**src/rtl/if_prefetch_stage.sv**
```systemverilog
// Instruction-fetch prefetch stage: issues sequential fetches into a small FIFO and flushes on redirect.
// Optional performance counters are enabled by defining IF_PREFETCH_PERF_EN.
module if_prefetch_stage #(
    parameter int PC_W     = 8,
    parameter int INSTR_W  = 32,
    parameter int DEPTH    = 4,
    parameter int PC_INC   = 4,
    parameter int RESET_PC = 0
) (
    input  logic                       clk,
    input  logic                       rst,
    output logic                       imem_req,
    output logic [PC_W-1:0]            imem_addr,
    input  logic [INSTR_W-1:0]         imem_rdata,
    input  logic                       BranchTaken,
    input  logic [PC_W-1:0]            BranchTarget,
    input  logic                       ID_Ready,
    output logic                       IF_ID_Valid,
    output logic [INSTR_W-1:0]         IF_ID_Instruction,
    output logic [PC_W-1:0]            IF_ID_PC,
    output logic [$clog2(DEPTH):0]     q_count
`ifdef IF_PREFETCH_PERF_EN
    ,
    output logic [15:0]                perf_fetch_cnt,
    output logic [15:0]                perf_flush_cnt
`endif
);

    localparam int AW = $clog2(DEPTH);
    localparam int CW = AW + 1;
    localparam int OW = CW + 1;

    logic [PC_W-1:0]    pc_q, pc_d;
    logic [PC_W-1:0]    tag_q, tag_d;
    logic               inflight_q, inflight_d;
    logic [AW-1:0]      rd_ptr_q, rd_ptr_d;
    logic [AW-1:0]      wr_ptr_q, wr_ptr_d;
    logic [CW-1:0]      count_q, count_d;

    logic [INSTR_W-1:0] instr_mem [DEPTH];
    logic [PC_W-1:0]    pc_mem    [DEPTH];

    logic               deq_fire;
    logic               enq_fire;
    logic [OW-1:0]      occupancy;

    always_comb begin
        deq_fire  = (count_q != '0) && ID_Ready && !BranchTaken;
        // A response arriving in the redirect cycle belongs to the old path and is dropped.
        enq_fire  = inflight_q && !BranchTaken;
        // Occupancy counts the slot reserved by the outstanding response.
        occupancy = {1'b0, count_q} + OW'(inflight_q) - OW'(deq_fire);
        imem_req  = !rst && !BranchTaken && (occupancy < OW'(DEPTH));

        pc_d       = pc_q;
        tag_d      = tag_q;
        inflight_d = 1'b0;
        rd_ptr_d   = rd_ptr_q;
        wr_ptr_d   = wr_ptr_q;
        count_d    = count_q;

        if (BranchTaken) begin
            pc_d     = BranchTarget;
            rd_ptr_d = '0;
            wr_ptr_d = '0;
            count_d  = '0;
        end else begin
            if (enq_fire) begin
                wr_ptr_d = wr_ptr_q + 1'b1;
            end
            if (deq_fire) begin
                rd_ptr_d = rd_ptr_q + 1'b1;
            end
            count_d = count_q + CW'(enq_fire) - CW'(deq_fire);
            if (imem_req) begin
                pc_d  = pc_q + PC_W'(PC_INC);
                tag_d = pc_q;
            end
            inflight_d = imem_req;
        end
    end

    always_ff @(posedge clk or posedge rst) begin
        if (rst) begin
            pc_q       <= PC_W'(RESET_PC);
            tag_q      <= '0;
            inflight_q <= 1'b0;
            rd_ptr_q   <= '0;
            wr_ptr_q   <= '0;
            count_q    <= '0;
        end else begin
            pc_q       <= pc_d;
            tag_q      <= tag_d;
            inflight_q <= inflight_d;
            rd_ptr_q   <= rd_ptr_d;
            wr_ptr_q   <= wr_ptr_d;
            count_q    <= count_d;
        end
    end

    // Payload storage carries no reset; validity is tracked solely by count_q.
    always_ff @(posedge clk) begin
        if (enq_fire) begin
            instr_mem[wr_ptr_q] <= imem_rdata;
            pc_mem[wr_ptr_q]    <= tag_q + PC_W'(PC_INC);
        end
    end

    assign imem_addr         = pc_q;
    assign q_count           = count_q;
    assign IF_ID_Valid       = (count_q != '0);
    assign IF_ID_Instruction = IF_ID_Valid ? instr_mem[rd_ptr_q] : '0;
    assign IF_ID_PC          = IF_ID_Valid ? pc_mem[rd_ptr_q] : '0;

`ifdef IF_PREFETCH_PERF_EN
    logic [15:0] fetch_cnt_q, fetch_cnt_d;
    logic [15:0] flush_cnt_q, flush_cnt_d;
    logic [16:0] flush_sum;

    always_comb begin
        fetch_cnt_d = fetch_cnt_q;
        flush_cnt_d = flush_cnt_q;
        flush_sum   = {1'b0, flush_cnt_q} + 17'(count_q) + 17'(inflight_q);
        if (enq_fire && (fetch_cnt_q != 16'hFFFF)) begin
            fetch_cnt_d = fetch_cnt_q + 16'd1;
        end
        if (BranchTaken) begin
            flush_cnt_d = flush_sum[16] ? 16'hFFFF : flush_sum[15:0];
        end
    end

    always_ff @(posedge clk or posedge rst) begin
        if (rst) begin
            fetch_cnt_q <= '0;
            flush_cnt_q <= '0;
        end else begin
            fetch_cnt_q <= fetch_cnt_d;
            flush_cnt_q <= flush_cnt_d;
        end
    end

    assign perf_fetch_cnt = fetch_cnt_q;
    assign perf_flush_cnt = flush_cnt_q;
`endif

endmodule
```
**config.mk**
```make
export PLATFORM = sky130hd
export DESIGN_NAME = if_prefetch_stage
export DESIGN_NICKNAME = d
export VERILOG_FILES = /design/src/rtl/if_prefetch_stage.sv
export SDC_FILE = /design/constraint.sdc
export NUM_CORES = 1
export LEC_CHECK = 0
export ABC_AREA = 0
export CAP_MARGIN = 25
export CELL_PAD_IN_SITES_DETAIL_PLACEMENT = 0
export CELL_PAD_IN_SITES_GLOBAL_PLACEMENT = 2
export CORE_UTILIZATION = 37
export CTS_CLUSTER_SIZE = 28
export DETAILED_ROUTE_END_ITERATION = 12
export GPL_ROUTABILITY_DRIVEN = 1
export PLACE_DENSITY_LB_ADDON = 0.1
export SLEW_MARGIN = 5
export SYNTH_ARGS = -nofsm -noshare
export SYNTH_HDL_FRONTEND = slang
export SYNTH_SLANG_ARGS = --single-unit
export TNS_END_PERCENT = 50
```
**constraint.sdc**
```tcl
create_clock -name clk -period 3.2 [get_ports clk]
set_input_delay 0.64 -clock clk [delete_from_list [all_inputs] [get_ports clk]]
set_output_delay 0.64 -clock clk [all_outputs]
set_load 0.02 [all_outputs]
```
==> After elaboration in Yosys (flattened, before gate mapping) <==
Memories as Yosys holds them, arrays and structs flattened.
Index checks and enable logic that the tools add are counted.
{ "totals": {"ff_bits": 24, "mem_bits_rw": 160, "input_bits": 44, "output_inout_bits": 53, "n_memories": 2} }
{ "mem_list": {"columns": ["name", "depth", "width", "read_ports", "rd_clocked_by_memory_dff", "wr", "line_no", "source"], "rows": [
  ["instr_mem", 4, 32, 1, 0, 1, "40", "logic [INSTR_W-1:0] instr_mem [DEPTH];"],
  ["pc_mem", 4, 8, 1, 0, 1, "41", "logic [PC_W-1:0] pc_mem [DEPTH];"]
]} }
{ "classes": {"add_sub_neg": 8, "order_cmp": 1, "mux": 12, "n_bitwise": 1, "n_reduce_logical": 12} }
{ "ops": {"columns": ["operator", "count"], "rows": [
  ["2-to-1 mux 32 bit", 1],
  ["2-to-1 mux 8 bit", 3],
  ["adder 8 x 3 -> 8 bit, second input constant", 2],
  ["2-to-1 mux 2 bit", 4],
  ["nonzero test 2 bit", 3],
  ["logical AND 1 bit", 5],
  ["adder 2 x 1 -> 2 bit, second input constant", 2],
  ["adder 3 x 1 -> 4 bit", 1],
  ["< comparator 4 x 3 -> 1 bit, second input constant", 1],
  ["subtractor 4 x 1 -> 4 bit", 1],
  ["adder 3 x 1 -> 3 bit", 1],
  ["2-to-1 mux 1 bit", 3],
  ["2-to-1 mux 3 bit", 1],
  ["nonzero test 3 bit", 1],
  ["subtractor 3 x 1 -> 3 bit", 1],
  ["logical NOT 1 bit", 2],
  ["AND reduction 2 bit", 1],
  ["NOT 1 bit", 1]
]} }

==> Logic depth before layout (Yosys ltp) <==
{ "logic_depth": {"depth_word": 8, "depth_mapped": 11, "mapped_depth_nobuf": 9} }

==> Worst setup path before layout <==
OpenSTA, ideal clock, no wires.
{ "synth_path": {"path_kind": "reg-to-output", "startpoint": "reg count_q[1] (netlist: q_count[1])", "endpoint": "out imem_req", "t_arrival_ps": 2704, "required_time_ps": 2560, "path_slack_ps": -144, "stages_incl_launch_ff": 12, "path_buffers": 2, "path_cell_list": "dfrtp_1 or3_2 clkbuf_1 nand2_1 or3_1 ha_1 nor4b_1 o21ai_0 o211a_1 or3_1 buf_6 inv_1"} }
{ "synth_between": {"elab_chain_len": 6, "word_cells_on_any_way": 7} }
{ "synth_lines": {"columns": ["item", "line_no", "source"], "rows": [
  ["start, declared", "38", "logic [CW-1:0] count_q, count_d;"],
  ["start signal, assigned", "97", "count_q <= count_d;"],
  ["parallel branches: the longest is 3 deep, another holds adder 3 x 1 -> 4 bit", null, null],
  ["subtractor 4 x 1 -> 4 bit (*)", "52", "occupancy = {1'b0, count_q} + OW'(inflight_q) - OW'(deq_fire);"],
  ["< comparator 4 x 3 -> 1 bit (*)", "53", "imem_req = !rst && !BranchTaken && (occupancy < OW'(DEPTH));"],
  ["logical AND 1 bit (*)", "53", null],
  ["end, declared", "12", "output logic imem_req,"]
]} }
Every way passes the cells marked *.

==> Final worst setup path <==
{ "layout_path": {"startpoint": "reg count_q[0] (netlist: q_count[0])", "endpoint": "out imem_req"} }
Same word-level chain as after synthesis.

==> flow_metrics.tcl <==
set metrics [dict create \
    setup_viol 0 \
    cts_tree "done" \
    synth-adder-area-share 0.0178 \
    worst-slew-pin-transition_ns 0.452 \
    synth_edf_count 160 \
    first_global_vias 4084 \
    slew_headroom 0.698 \
    track_usage 0.151 \
    power_density_nw_per_um2 825 \
    rsz0062_at_grt "yes" \
    synth_seq_cells 184 \
    dp_slack_ns -0.864 \
    period_share 0.999 \
    synth_ff_type "edfxtp_1" \
    clock.fmax_mhz 313 \
    die_h_um 144 \
    synth_top_family_by_area "multiplexers" \
    final_cells 796 \
    p_seq_frac 0.390 \
    dieArea_sq_um 20700 \
    finClkSkew_ns 0.0123 \
    holdWs_ns 0.535 \
    p_switching_mw 2.47 \
    synth_mux_area_frac 0.142 \
    drv_slew 0 \
    crit_family "simple AND/OR/NAND/NOR gates" \
    synthCells 392 \
    slowest_delay_ns 0.36 \
    drv_cap 0 \
    clkSinkCount 184 \
    internal_power_mw 5.43 \
    synth_xor_area_frac 0.0118 \
    syn_nets 446 \
    pwr-share-comb 0.360 \
    synth_simple_gate_area_frac 0.0676 \
    p_leak_nw 3.27 \
    core_sq_um 19600 \
    crit_chain "or3_4 -> nand2_2 -> or3_4 -> ha_4 -> nand3_2 -> a2bb2oi_2 -> o211a_1 -> or3_4 -> inv_2 -> buf_6" \
    fin_ws_ns 0.00344 \
    viasPerCell 4.77 \
    initial_core_util 0.380 \
    port_buffers 96 \
    cts_root_buf "clkbuf_16" \
    netlist_area_sq_um 7440 \
    drt-pass1-iter-count 4 \
    synth_cell_type_count 38 \
    numCtsBuffers 17 \
    place_inst 760 \
    clockPowerShare 0.250 \
    fin_nets 572 \
    cp-end-kind "primary output" \
    wl_um 14500 \
    fill_cells 1667 \
    path_buf_inv 2 \
    synth_compound_area_frac 0.0158 \
    finalHoldViolCount 0 \
    hpwl_um 8710 \
    synthArstFlopShare 0.130 \
    synth_seq_area_share 0.727 \
    drive_gt1_frac 0.252 \
    outcome "complete, no violations" \
    vias 3798 \
    ff2ff_setup_slack_ns 0.61 \
    antenna_cells_inserted 0 \
    avgSynthCellArea_sq_um 19.0 \
    crit_fanout 2 \
    cpMaxStageDelayCell "dfrtp_2" \
    grt_max_degree 43 \
    drc 0 \
    die_w_um 144 \
    grt_pass1_wl_um 22400 \
    hold_class "register to register" \
    clk_pin_slew_worst_paths_ns 0.07 \
    critical_path_class "register to primary output" \
    required_ns 2.56 \
    clockBufferDepth 2 \
    io_pins 97 \
    crit_top_cell "or3_4" \
    wl_per_cell_um 18.2 \
    min_period_ns 3.20 \
    rows 51 \
    ant_nets 0 \
    drt_iter0_drc 182 \
    sw_frac_of_total 0.313 \
    synth_warnings 0 \
    h-tree-depth 4 \
    routabilityCongestion 0.775 \
    worstPathArrival_ns 2.56 \
    irDropWorstVdd_v 0.000447 \
    grt.overflow.total 0 \
    worst_setup_path_start_kind "register" \
    worstSkewPairLatency_ns 0.43 \
    antenna_found_initial 0 \
    syn2layout_area_growth_pct 28.8 \
]
==> path summary, 6_finish.rpt <==
| kind | from | to | cells past startpoint |
|---|---|---|---|
| max in group asynchronous | rst | rd_ptr_q[0]$_DFFE_PP0P_ | 4 |
| hold reg to reg | tag_q[1]$_DFFE_PP0P_ | pc_mem[1][1]$_DFFE_PP_ | 0 |
| setup / recovery | q_count[0]$_DFF_PP0_ | imem_req | 10 |
| hold / removal | tag_q[1]$_DFFE_PP0P_ | pc_mem[1][1]$_DFFE_PP_ | 0 |
| setup reg to reg | q_count[0]$_DFF_PP0_ | tag_q[7]$_DFFE_PP0P_ | 10 |
| min in group asynchronous | rst | imem_addr[3]$_DFFE_PP0P_ | 3 |
==> stage by stage <==
step / setup TNS [ns] / area (sq um) / total power [mW] / utilization
after detailed placement: -2.63 / 8910 / 5.90 / 0.455
after global placement: -1.97 / 8910 / 5.88 / 0.455
after global routing: -0.0937 / 9580 / 8.29 / 0.489
after floorplan: 0 / 7440 / 4.72 / -
final: 0 / 9580 / 7.90 / 0.489
after CTS: -0.0846 / 9520 / 7.93 / 0.486
==> placed cells by master, fill, tap and decap left out, types with 4 or more instances in the layout <==
master           Yosys  final
and2_1              44     40
and2_2               0      4
buf_4                0     25
clkbuf_16            0     18
clkdlybuf4s50_1      0     93
dfrtp_1             24     19
dfrtp_2              0      4
edfxtp_1           160    160
ha_1                 9      8
inv_1               13     12
inv_6                0      5
inv_8                0      4
mux2_4               8      8
mux4_2              40     40
nand2_1              5      4
nand3_1             11     10
nor2_1               9      9
nor2b_1              5      5
xnor2_1              4      4
xor2_1               6      6
==> flip-flops by register name (all words and copies together) (netlist names) <==
| register | flops |
|---|---|
| imem_addr | 8 |
| inflight_q | 1 |
| instr_mem | 128 |
| pc_mem | 32 |
| q_count | 3 |
| rd_ptr_q | 2 |
| tag_q | 8 |
| wr_ptr_q | 2 |
==> power by group through the flow <==
| stage | Combinational, mW | Clock, mW | Sequential, mW |
|---|---|---|---|
| floorplan | 1.62 | 0 | 3.10 |
| CTS | 2.84 | 2.03 | 3.07 |
| finish | 2.84 | 1.97 | 3.08 |
| global route | 3.07 | 2.11 | 3.11 |
| global placement | 2.77 | 0 | 3.11 |
| detailed placement | 2.78 | 0 | 3.12 |
==> layout make-up <==
class	instances	area, sq um	share of cell area
repair buffers	127	1270	0.133
well taps	265	332	0.0346
flip-flops and latches	184	5410	0.565
clock buffers	17	425	0.0444
multi-input cells	175	1950	0.204
inverters	13	48.8	0.00510
clock inverters	15	133	0.0139
==> routing by layer <==
metal / track usage / vias up / share of wire
met5: 0 / - / 0
met4: 0.0487 / 0 / 0.011
met3: 0.0390 / 10 / 0.037
met1: 0.188 / 1931 / 0.45
li1: - / 1772 / -
met2: 0.257 / 85 / 0.50
==> synthesized netlist by cell type, types with 2 or more instances <==
| cell type | n | area share |
|---|---|---|
| nand2b_1 | 2 | 0.0017 |
| a21oi_1 | 2 | 0.0013 |
| nor2_1 | 9 | 0.0045 |
| o31a_1 | 2 | 0.0024 |
| nand2_1 | 5 | 0.0025 |
| nand3_1 | 11 | 0.0074 |
| inv_1 | 13 | 0.0066 |
| and2_1 | 44 | 0.037 |
| a211o_1 | 2 | 0.0024 |
| or3_1 | 2 | 0.0017 |
| xnor2_1 | 4 | 0.0047 |
| buf_1 | 4 | 0.0020 |
| and3_1 | 3 | 0.0025 |
| edfxtp_1 | 160 | 0.65 |
| mux4_2 | 40 | 0.12 |
| clkbuf_1 | 10 | 0.0050 |
| nor3_1 | 3 | 0.0020 |
| nor2b_1 | 5 | 0.0042 |
| xor2_1 | 6 | 0.0071 |
| o21ai_0 | 4 | 0.0027 |
| mux2_2 | 2 | 0.0030 |
| dfrtp_1 | 24 | 0.081 |
| mux2_4 | 8 | 0.016 |
| buf_2 | 5 | 0.0034 |
| ha_1 | 9 | 0.015 |
==> repair_timing <==
item / in CTS / in global routing
cloned: 0 / 1
hold buffers: 0 / 0
buffers inserted: 2 / 1
pin swaps: 3 / 3
setup endpoints to repair: 1 / 14
resized for setup: 19 / 3
==> logic make-up (layout without fill, tap and decap cells) <==
family | after synthesis | after routing
buf+inv | 33 | 172
fa+ha+maj | 10 | 10
flops | 184 | 184
compound gates | 16 | 16
xor+xnor | 10 | 10
simple gates | 88 | 88
mux | 51 | 51
No activity file was read; power rests on OpenSTA's default activity.
